===== src/rtl/regfile_write_arbiter.sv =====
// regfile_write_arbiter
// Shares the single synchronous write port of the picoMIPS register file
// between CPU writeback (requester 0) and the debug/loader port (requester 1).
// Requester 0 has fixed priority. An aging counter stops requester 1 from
// starving. Requester 1 may also take an exclusive, time-bounded lock.
//
// Handshake: a requester raises req and holds req/addr/data stable until it
// sees its ack high. The ack is combinational in the same cycle as the
// register-file write enable, and the write commits on the rising edge that
// ends that cycle. The requester may present a new write in the next cycle.
module regfile_write_arbiter #(
    parameter int N        = 8,
    parameter int R_SIZE   = 2,
    parameter int MAX_WAIT = 3,
    parameter int LOCK_MAX = 8
) (
    input  logic              clk,
    input  logic              nReset,
    input  logic              req0In,
    input  logic [R_SIZE-1:0] addr0In,
    input  logic [N-1:0]      data0In,
    output logic              ack0Out,
    input  logic              req1In,
    input  logic [R_SIZE-1:0] addr1In,
    input  logic [N-1:0]      data1In,
    input  logic              lock1In,
    output logic              ack1Out,
    output logic              wrEnOut,
    output logic [R_SIZE-1:0] wrAddrOut,
    output logic [N-1:0]      wrDataOut,
    output logic              busyOut
);

    localparam int WW = (MAX_WAIT > 0) ? $clog2(MAX_WAIT + 1) : 1;
    localparam int LW = $clog2(LOCK_MAX + 1);
    localparam logic [WW-1:0] WAIT_LIM  = WW'(MAX_WAIT);
    localparam logic [LW-1:0] LOCK_LAST = LW'(LOCK_MAX - 1);

    // HOLDOFF arbitrates exactly like ARB but cannot re-enter LOCKED until
    // lock1In has been seen low, which stops a lock holder from chaining locks.
    typedef enum logic [1:0] {
        ST_ARB     = 2'd0,
        ST_LOCKED  = 2'd1,
        ST_HOLDOFF = 2'd2
    } state_t;

    state_t          r_state;
    logic [WW-1:0]   r_wait_cnt;
    logic [LW-1:0]   r_lock_cnt;
    logic            w_grant0;
    logic            w_grant1;
    logic            w_contested;

    assign w_contested = req0In && req1In;

    // Grant decision from registered state and the current requests.
    always_comb begin
        w_grant0 = 1'b0;
        w_grant1 = 1'b0;
        if (nReset) begin
            if (r_state == ST_LOCKED) begin
                w_grant1 = req1In;
            end else if (w_contested) begin
                if (r_wait_cnt < WAIT_LIM) begin
                    w_grant0 = 1'b1;
                end else begin
                    w_grant1 = 1'b1;
                end
            end else begin
                w_grant0 = req0In;
                w_grant1 = req1In;
            end
        end
    end

    // Drive the acks and the write port. Address and data are zero when
    // no write is issued.
    always_comb begin
        ack0Out   = w_grant0;
        ack1Out   = w_grant1;
        wrEnOut   = w_grant0 | w_grant1;
        wrAddrOut = '0;
        wrDataOut = '0;
        if (w_grant0) begin
            wrAddrOut = addr0In;
            wrDataOut = data0In;
        end else if (w_grant1) begin
            wrAddrOut = addr1In;
            wrDataOut = data1In;
        end
        busyOut = nReset && (r_state == ST_LOCKED);
    end

    // State, aging counter and lock timer.
    always_ff @(posedge clk) begin
        if (!nReset) begin
            r_state    <= ST_ARB;
            r_wait_cnt <= '0;
            r_lock_cnt <= '0;
        end else begin
            case (r_state)
                ST_LOCKED: begin
                    r_wait_cnt <= '0;
                    r_lock_cnt <= r_lock_cnt + LW'(1);
                    if (!lock1In) begin
                        r_state <= ST_ARB;
                    end else if (r_lock_cnt == LOCK_LAST) begin
                        r_state <= ST_HOLDOFF;
                    end
                end
                default: begin
                    // Count one more denial only when requester 1 lost a contest.
                    if (w_contested && !w_grant1) begin
                        r_wait_cnt <= r_wait_cnt + WW'(1);
                    end else begin
                        r_wait_cnt <= '0;
                    end
                    if (r_state == ST_HOLDOFF) begin
                        if (!lock1In) begin
                            r_state <= ST_ARB;
                        end
                    end else if (w_grant1 && lock1In) begin
                        r_state    <= ST_LOCKED;
                        r_lock_cnt <= '0;
                    end
                end
            endcase
        end
    end

endmodule


===== config.mk =====
export PLATFORM = sky130hd
export DESIGN_NAME = regfile_write_arbiter
export DESIGN_NICKNAME = d
export VERILOG_FILES = /design/src/rtl/regfile_write_arbiter.sv
export SDC_FILE = /design/constraint.sdc
export NUM_CORES = 1
export LEC_CHECK = 0
export BUFFER_PORTS_ARGS = -buffer_cell sky130_fd_sc_hd__buf_4
export CAP_MARGIN = 20
export CORE_UTILIZATION = 42
export CTS_CLUSTER_DIAMETER = 30
export DETAILED_ROUTE_END_ITERATION = 8
export PLACE_DENSITY_LB_ADDON = 0.25
export SLEW_MARGIN = 20
export SYNTH_ARGS = -nofsm -noshare
export SYNTH_HDL_FRONTEND = slang
export SYNTH_SLANG_ARGS = --single-unit
export TNS_END_PERCENT = 30

===== constraint.sdc =====
create_clock -name clk -period 5.1 [get_ports clk]
set_input_delay 1.275 -clock clk [delete_from_list [all_inputs] [get_ports clk]]
set_output_delay 1.275 -clock clk [all_outputs]
set_load 0.005 [all_outputs]

==> flow_summary.toml, run 1 <==
[outcome]
status = "finished clean"

[clock_tree]
cts.sinks = 8
clock_latency_ns = 0.26
cts.path.max_buffers = 2
cts_max_level = 1
root_buffer = "clkbuf_4"
numCtsBuffers = 3
clk_transition_reported_paths_ns = 0.06
cts_tree = "yes"
cts_resized = 0
post_cts_buffers = 0
cts_hold_buf = 0

[final_layout]
multi_input_area_um2 = 367.9
fill_cells = 97
area_growth_pct = 55.23
finalNetCount = 139
drive_above_1_share = 0.4074
antenna-diode-count = 0
layout.area.seq_um2 = 160.2

[route]
routed_wl_mm = 1.583
highest_layer = "met4"
wire_per_inst_um = 12.98
viasPerCell = 5.541
route.met2.wl_um = 839
ant_nets = 0
drt_iter0_markers = 12
wl_met1_um = 608
vias = 676
wl_met3_um = 99
dr.pass1.iters = 2
drc_errors = 0

[timing]
worst_pin_slew_ns = 0.7869
finalSetupViolCount = 0
finalHoldViolations = 0
tns_ns = 0
whs_ns = 0.4191
max_freq_mhz = 259.9
fin_skew_ns = 0.0008010
slew_headroom = 0.4754
rsz0062_at_grt = "no"
post-route-period-util = 0.7543
fin_crit_ns = 3.847
drv_slew = 0

[setup_path]
cp_num_buf_inv = 2
crit_family = "compound AO/OA/AOI/OAI gates"
crit_path_end = "wrDataOut[4]"
critPathMaxStageDelay_ns = 0.61
worstPathMaxFanout = 11
cp_num_cells = 6
rrSetupSlack_ns = 3.43
r2r_cells = 6
cp_slowest_cell = "a21oi_1"
cp.required_ns = 3.83
end_kind = "primary output"
cp_cell_sequence = "buf_4 > nor2b_1 > nand2_1 > a21oi_1 > a22o_1 > buf_4"
crit_type = "in -> out"
cp.arrival_ns = 2.57
timing.rr.start = "r_state[1]"
cp_common_cell = "buf_4"
startpoint_type = "primary input"
critPathLaunch = "req0In"
r2r-end = "r_lock_cnt[0]"

[grt]
grt_overflow = 0
grt_pass1_wl_mm = 2.173
grt_start_max_net_pins = 12
grt_usage = 0.2158
antenna_found_initial = 0
grt_pass1_vias = 530

[floorplanning]
start_util = 0.4797
die_area_um2 = 1488
chipHeight_um = 38.58
placementRows = 12
ioPinCount = 39
die_x_um = 38.58
coreArea_um2 = 1171

[job]
maxCapViolations = 0

[yosys]
synthCells = 70
ys_async_sr_fraction = 0
synth_area_per_cell_um2 = 8.026
synth-edff-count = 0
synthesis.nets = 99
yosysSeqAreaShare = 0.2851
ys_ff_latch = 8
synth_ff_type = "dfxtp_1"
synth_area_um2 = 561.8
ys_warn_count = 0
synth_cell_types = 22

[place]
gp_congestion = 0.7404
place_hpwl_mm = 1.264
port_buffers = 38

[worst_hold_path]
hp-class = "reg -> reg"

[pwr]
max-vdd-ir-drop_mv = 0.1526
total_power_mw = 0.1846
swShare = 0.3007
switching_power_mw = 0.05552
clockPowerShare = 0.284
power_leakage_nw = 0.4229
seqPwrFrac = 0.371
p_int_mw = 0.1291
power_density_nw_per_um2 = 211.7
p_comb_frac = 0.345
[sequential cells by signal (all words and copies together) (netlist names)]
signal      cells
r_lock_cnt      4
r_wait_cnt      2
r_state         2
[cells by family after synthesis]
family	after synthesis	share of synthesized area
AOI/OAI and AO/OA	23	0.2984
adders and majority gates	4	0.08909
buffers and inverters	8	0.06013
DFF	8	0.2851
and+or+nand+nor	27	0.2673
[how the worst min path moves through the flow]
stage	slack [ns]	endpoint	cells past startpoint	from
final	0.42	r_wait_cnt[0]	1	r_wait_cnt[0]
after CTS	0.42	r_wait_cnt[0]	1	r_wait_cnt[0]
after detailed placement	0.42	r_wait_cnt[0]	1	r_wait_cnt[0]
after global placement	0.41	r_wait_cnt[0]	1	r_wait_cnt[0]
after global routing	0.44	r_wait_cnt[0]	1	r_wait_cnt[0]
after floorplan	0.40	r_wait_cnt[0]	1	r_wait_cnt[0]
[metrics by stage]
stage / util / area [um^2] / instances / setup WS, ns
final: 0.7447 / 872.1 / 122 / 1.253
after global routing: 0.7447 / 872.1 / 122 / 1.105
after CTS: 0.7447 / 872.1 / 122 / 1.265
after detailed placement: 0.7254 / 849.6 / 119 / 1.272
after global placement: 0.7254 / 849.6 / 119 / 1.317
after floorplan: - / 561.8 / 70 / 1.837
[routing by layer]
| metal | global-route usage | vias up |
|---|---|---|
| li1 | - | 336 |
| met1 | 0.2351 | 315 |
| met2 | 0.3792 | 20 |
| met3 | 0.04046 | 5 |
| met4 | 0.1293 | 0 |
| met5 | 0 | - |
[area by class of cell]
class	instances	share of cell area
multi-input combinational	54	0.4218
timing repair buffer	38	0.3271
sequential	8	0.1836
clock buffer	3	0.02582
inverter	5	0.02152
tap	14	0.02009
[cell usage after synthesis (2+ instances only)]
master | count | share of area
nand2_1 | 5 | 0.033
a21oi_1 | 4 | 0.036
nor2_1 | 6 | 0.040
nand2b_1 | 3 | 0.033
a22o_1 | 10 | 0.16
nand3_1 | 5 | 0.045
o21ai_0 | 5 | 0.045
buf_2 | 3 | 0.027
nor2b_1 | 2 | 0.022
inv_1 | 5 | 0.033
ha_1 | 4 | 0.089
dfxtp_1 | 8 | 0.29
[layout by cell type, fill, tap and decap left out, types with 4 or more instances in the layout]
cell type  count
buf_4         38
a22o_1        10
dfxtp_1        8
nor2_1         6
inv_1          5
nand2_1        5
nand3_1        5
o21ai_0        5
a21oi_1        4
ha_1           4
[power groups by stage]
stage | Combinational (mW) | Clock, mW | Sequential (mW)
2_1_floorplan | 0.0334 | 0 | 0.0694
3_3_place_gp | 0.0625 | 0 | 0.0696
3_5_place_dp | 0.0642 | 0 | 0.0699
4_1_cts | 0.0643 | 0.0544 | 0.0684
5_1_grt | 0.0693 | 0.0554 | 0.0688
6_report | 0.0638 | 0.0524 | 0.0685
Note: power is estimated with default switching activity, not from simulation.
==> run 2, diff against run 1 <==
CORE_UTILIZATION = 35   (was 42)
clock period = 3.35 ns   (was 5.1 ns; I/O delays follow)
==> run 2 against run 1 <==
Effect of this change:
- routed wire length shrank 8.3%
- count of clock-buffer cells in the layout is the same
- non-clock buffer count grew 2
- first-iteration DRC count grew 50%
- global-route usage shrank 3.9 points
- critical path type is now reg -> out
- largest cell class unchanged
==> flow_summary.toml, run 2 (synthesized netlist as in run 1, its figures left out) <==
[outcome]
status = "finished clean"

[final_layout]
layout_commonest_cell = "buf_4"
area_growth_pct = 58.35
layout.area.seq_um2 = 160.2
final_cells = 126
finalNetCount = 141
fill_cells = 138
multi_input_area_um2 = 367.9
drive_above_1_share = 0.4182
regMostFlops = "r_lock_cnt"
antenna-diode-count = 0
final_cell_mix = "40 x buf_4, 10 x a22o_1, 8 x dfxtp_1"
largest_register_ffs = 4
largestRegisters = "r_lock_cnt (4), r_state (2), r_wait_cnt (2)"

[timing]
post-route-period-util = 0.8037
finalSetupViolCount = 0
tns_ns = 0
worst_pin_slew_ns = 0.3102
slew_headroom = 0.7932
max_freq_mhz = 371.4
finalHoldViolations = 0
fin_skew_ns = 0.001601
fin_crit_ns = 2.692
whs_ns = 0.4168
rsz0062_at_grt = "no"
drv_slew = 0

[setup_path]
critPathLaunch = "r_state[1]"
crit_path_end = "wrDataOut[7]"
end_kind = "primary output"
cp.required_ns = 2.51
cp.arrival_ns = 1.85
r2r_cells = 6
timing.rr.start = "r_state[1]"
r2r-end = "r_lock_cnt[0]"
crit_type = "reg -> out"
startpoint_type = "flop"
rrSetupSlack_ns = 1.66
worstPathMaxFanout = 11

[route]
ant_nets = 0
drt_iter0_markers = 18
vias = 657
routed_wl_mm = 1.451
drc_errors = 0
dr.pass1.iters = 4
viasPerCell = 5.214
wire_per_inst_um = 11.52

[place]
port_buffers = 38
place_hpwl_mm = 1.163
gp_congestion = 0.7796
dp.cells = 123

[floorplanning]
coreArea_um2 = 1506
die_x_um = 42.07
die_area_um2 = 1769
start_util = 0.3729
chipHeight_um = 42.07
ioPinCount = 39
placementRows = 14

[clock_tree]
cts_hold_buf = 0
cts.path.max_buffers = 2
root_buffer = "clkbuf_4"
cts_resized = 0
cts_max_level = 1
post_cts_buffers = 0
cts_tree = "yes"
cts.sinks = 8
clock_latency_ns = 0.25
clk_transition_reported_paths_ns = 0.05
numCtsBuffers = 3

[grt]
grt_overflow = 0
grt_usage = 0.1766
grt_start_max_net_pins = 12
antenna_found_initial = 0
grt_pass1_wl_mm = 2.449
grt_pass1_vias = 558

[pwr]
max-vdd-ir-drop_mv = 0.2458
power_density_nw_per_um2 = 310.7
power_leakage_nw = 0.4334

[worst_hold_path]
hp-class = "reg -> reg"

[job]
maxCapViolations = 0
-- run 2: changes by cell type in the layout (fill, tap and decap cells not counted) --
cell / delta
buf_4: +2
-- run 2: worst min path at each step --
stage,from,slack (ns),end,depth (start not counted)
floorplan,r_wait_cnt[0],0.40,r_wait_cnt[0],1
global placement,r_wait_cnt[0],0.41,r_wait_cnt[0],1
detailed placement,r_wait_cnt[0],0.42,r_wait_cnt[0],1
CTS,r_wait_cnt[0],0.42,r_wait_cnt[0],1
global route,r_wait_cnt[0],0.46,r_wait_cnt[0],1
finish,r_wait_cnt[0],0.42,r_wait_cnt[0],1
-- run 2: layer usage --
| layer | GRT usage | up-vias | part of all wire |
|---|---|---|---|
| met3 | 0.07759 | 3 | 0.039 |
| met4 | 0.01875 | 0 | 0.0055 |
| met2 | 0.2625 | 13 | 0.49 |
| li1 | - | 337 | - |
| met1 | 0.2454 | 304 | 0.46 |
| met5 | 0 | - | 0 |
-- run 2: power by group --
| group | switching (mW) | internal [mW] | total (mW) |
|---|---|---|---|
| Clock | 0.0315 | 0.0409 | 0.0723 |
| Combinational | 0.0430 | 0.0560 | 0.0990 |
| Sequential | 0.00391 | 0.101 | 0.105 |
| Total | 0.0784 | 0.198 | 0.276 |
-- run 2: critical path, cell delays in order (launching register included) --
cell and delay [ns]:
dfxtp_1 0.34, inv_1 0.07, ha_1 0.29, nor3b_2 0.34, nor2_1 0.07, buf_4 0.18
a22o_1 0.18, buf_4 0.13
-- run 2: through the flow --
| stage | util | setup WS [ns] | area (um^2) | power, mW |
|---|---|---|---|---|
| 5_1_grt | 0.5905 | 0.4819 | 889.6 | 0.2995 |
| 6_report | 0.5905 | 0.6577 | 889.6 | 0.2764 |
| 2_1_floorplan | - | 0.9623 | 561.8 | 0.1565 |
| 3_5_place_dp | 0.5756 | 0.7601 | 867.1 | 0.2053 |
| 3_3_place_gp | 0.5756 | 0.7779 | 867.1 | 0.2033 |
| 4_1_cts | 0.5905 | 0.6543 | 889.6 | 0.2790 |
-- run 2: cell type report --
class                      count  area share
timing repair buffer          40      0.3376
clock buffer                   3     0.02532
sequential                     8      0.1800
tap                           16     0.02250
multi-input combinational     54      0.4135
inverter                       5     0.02110
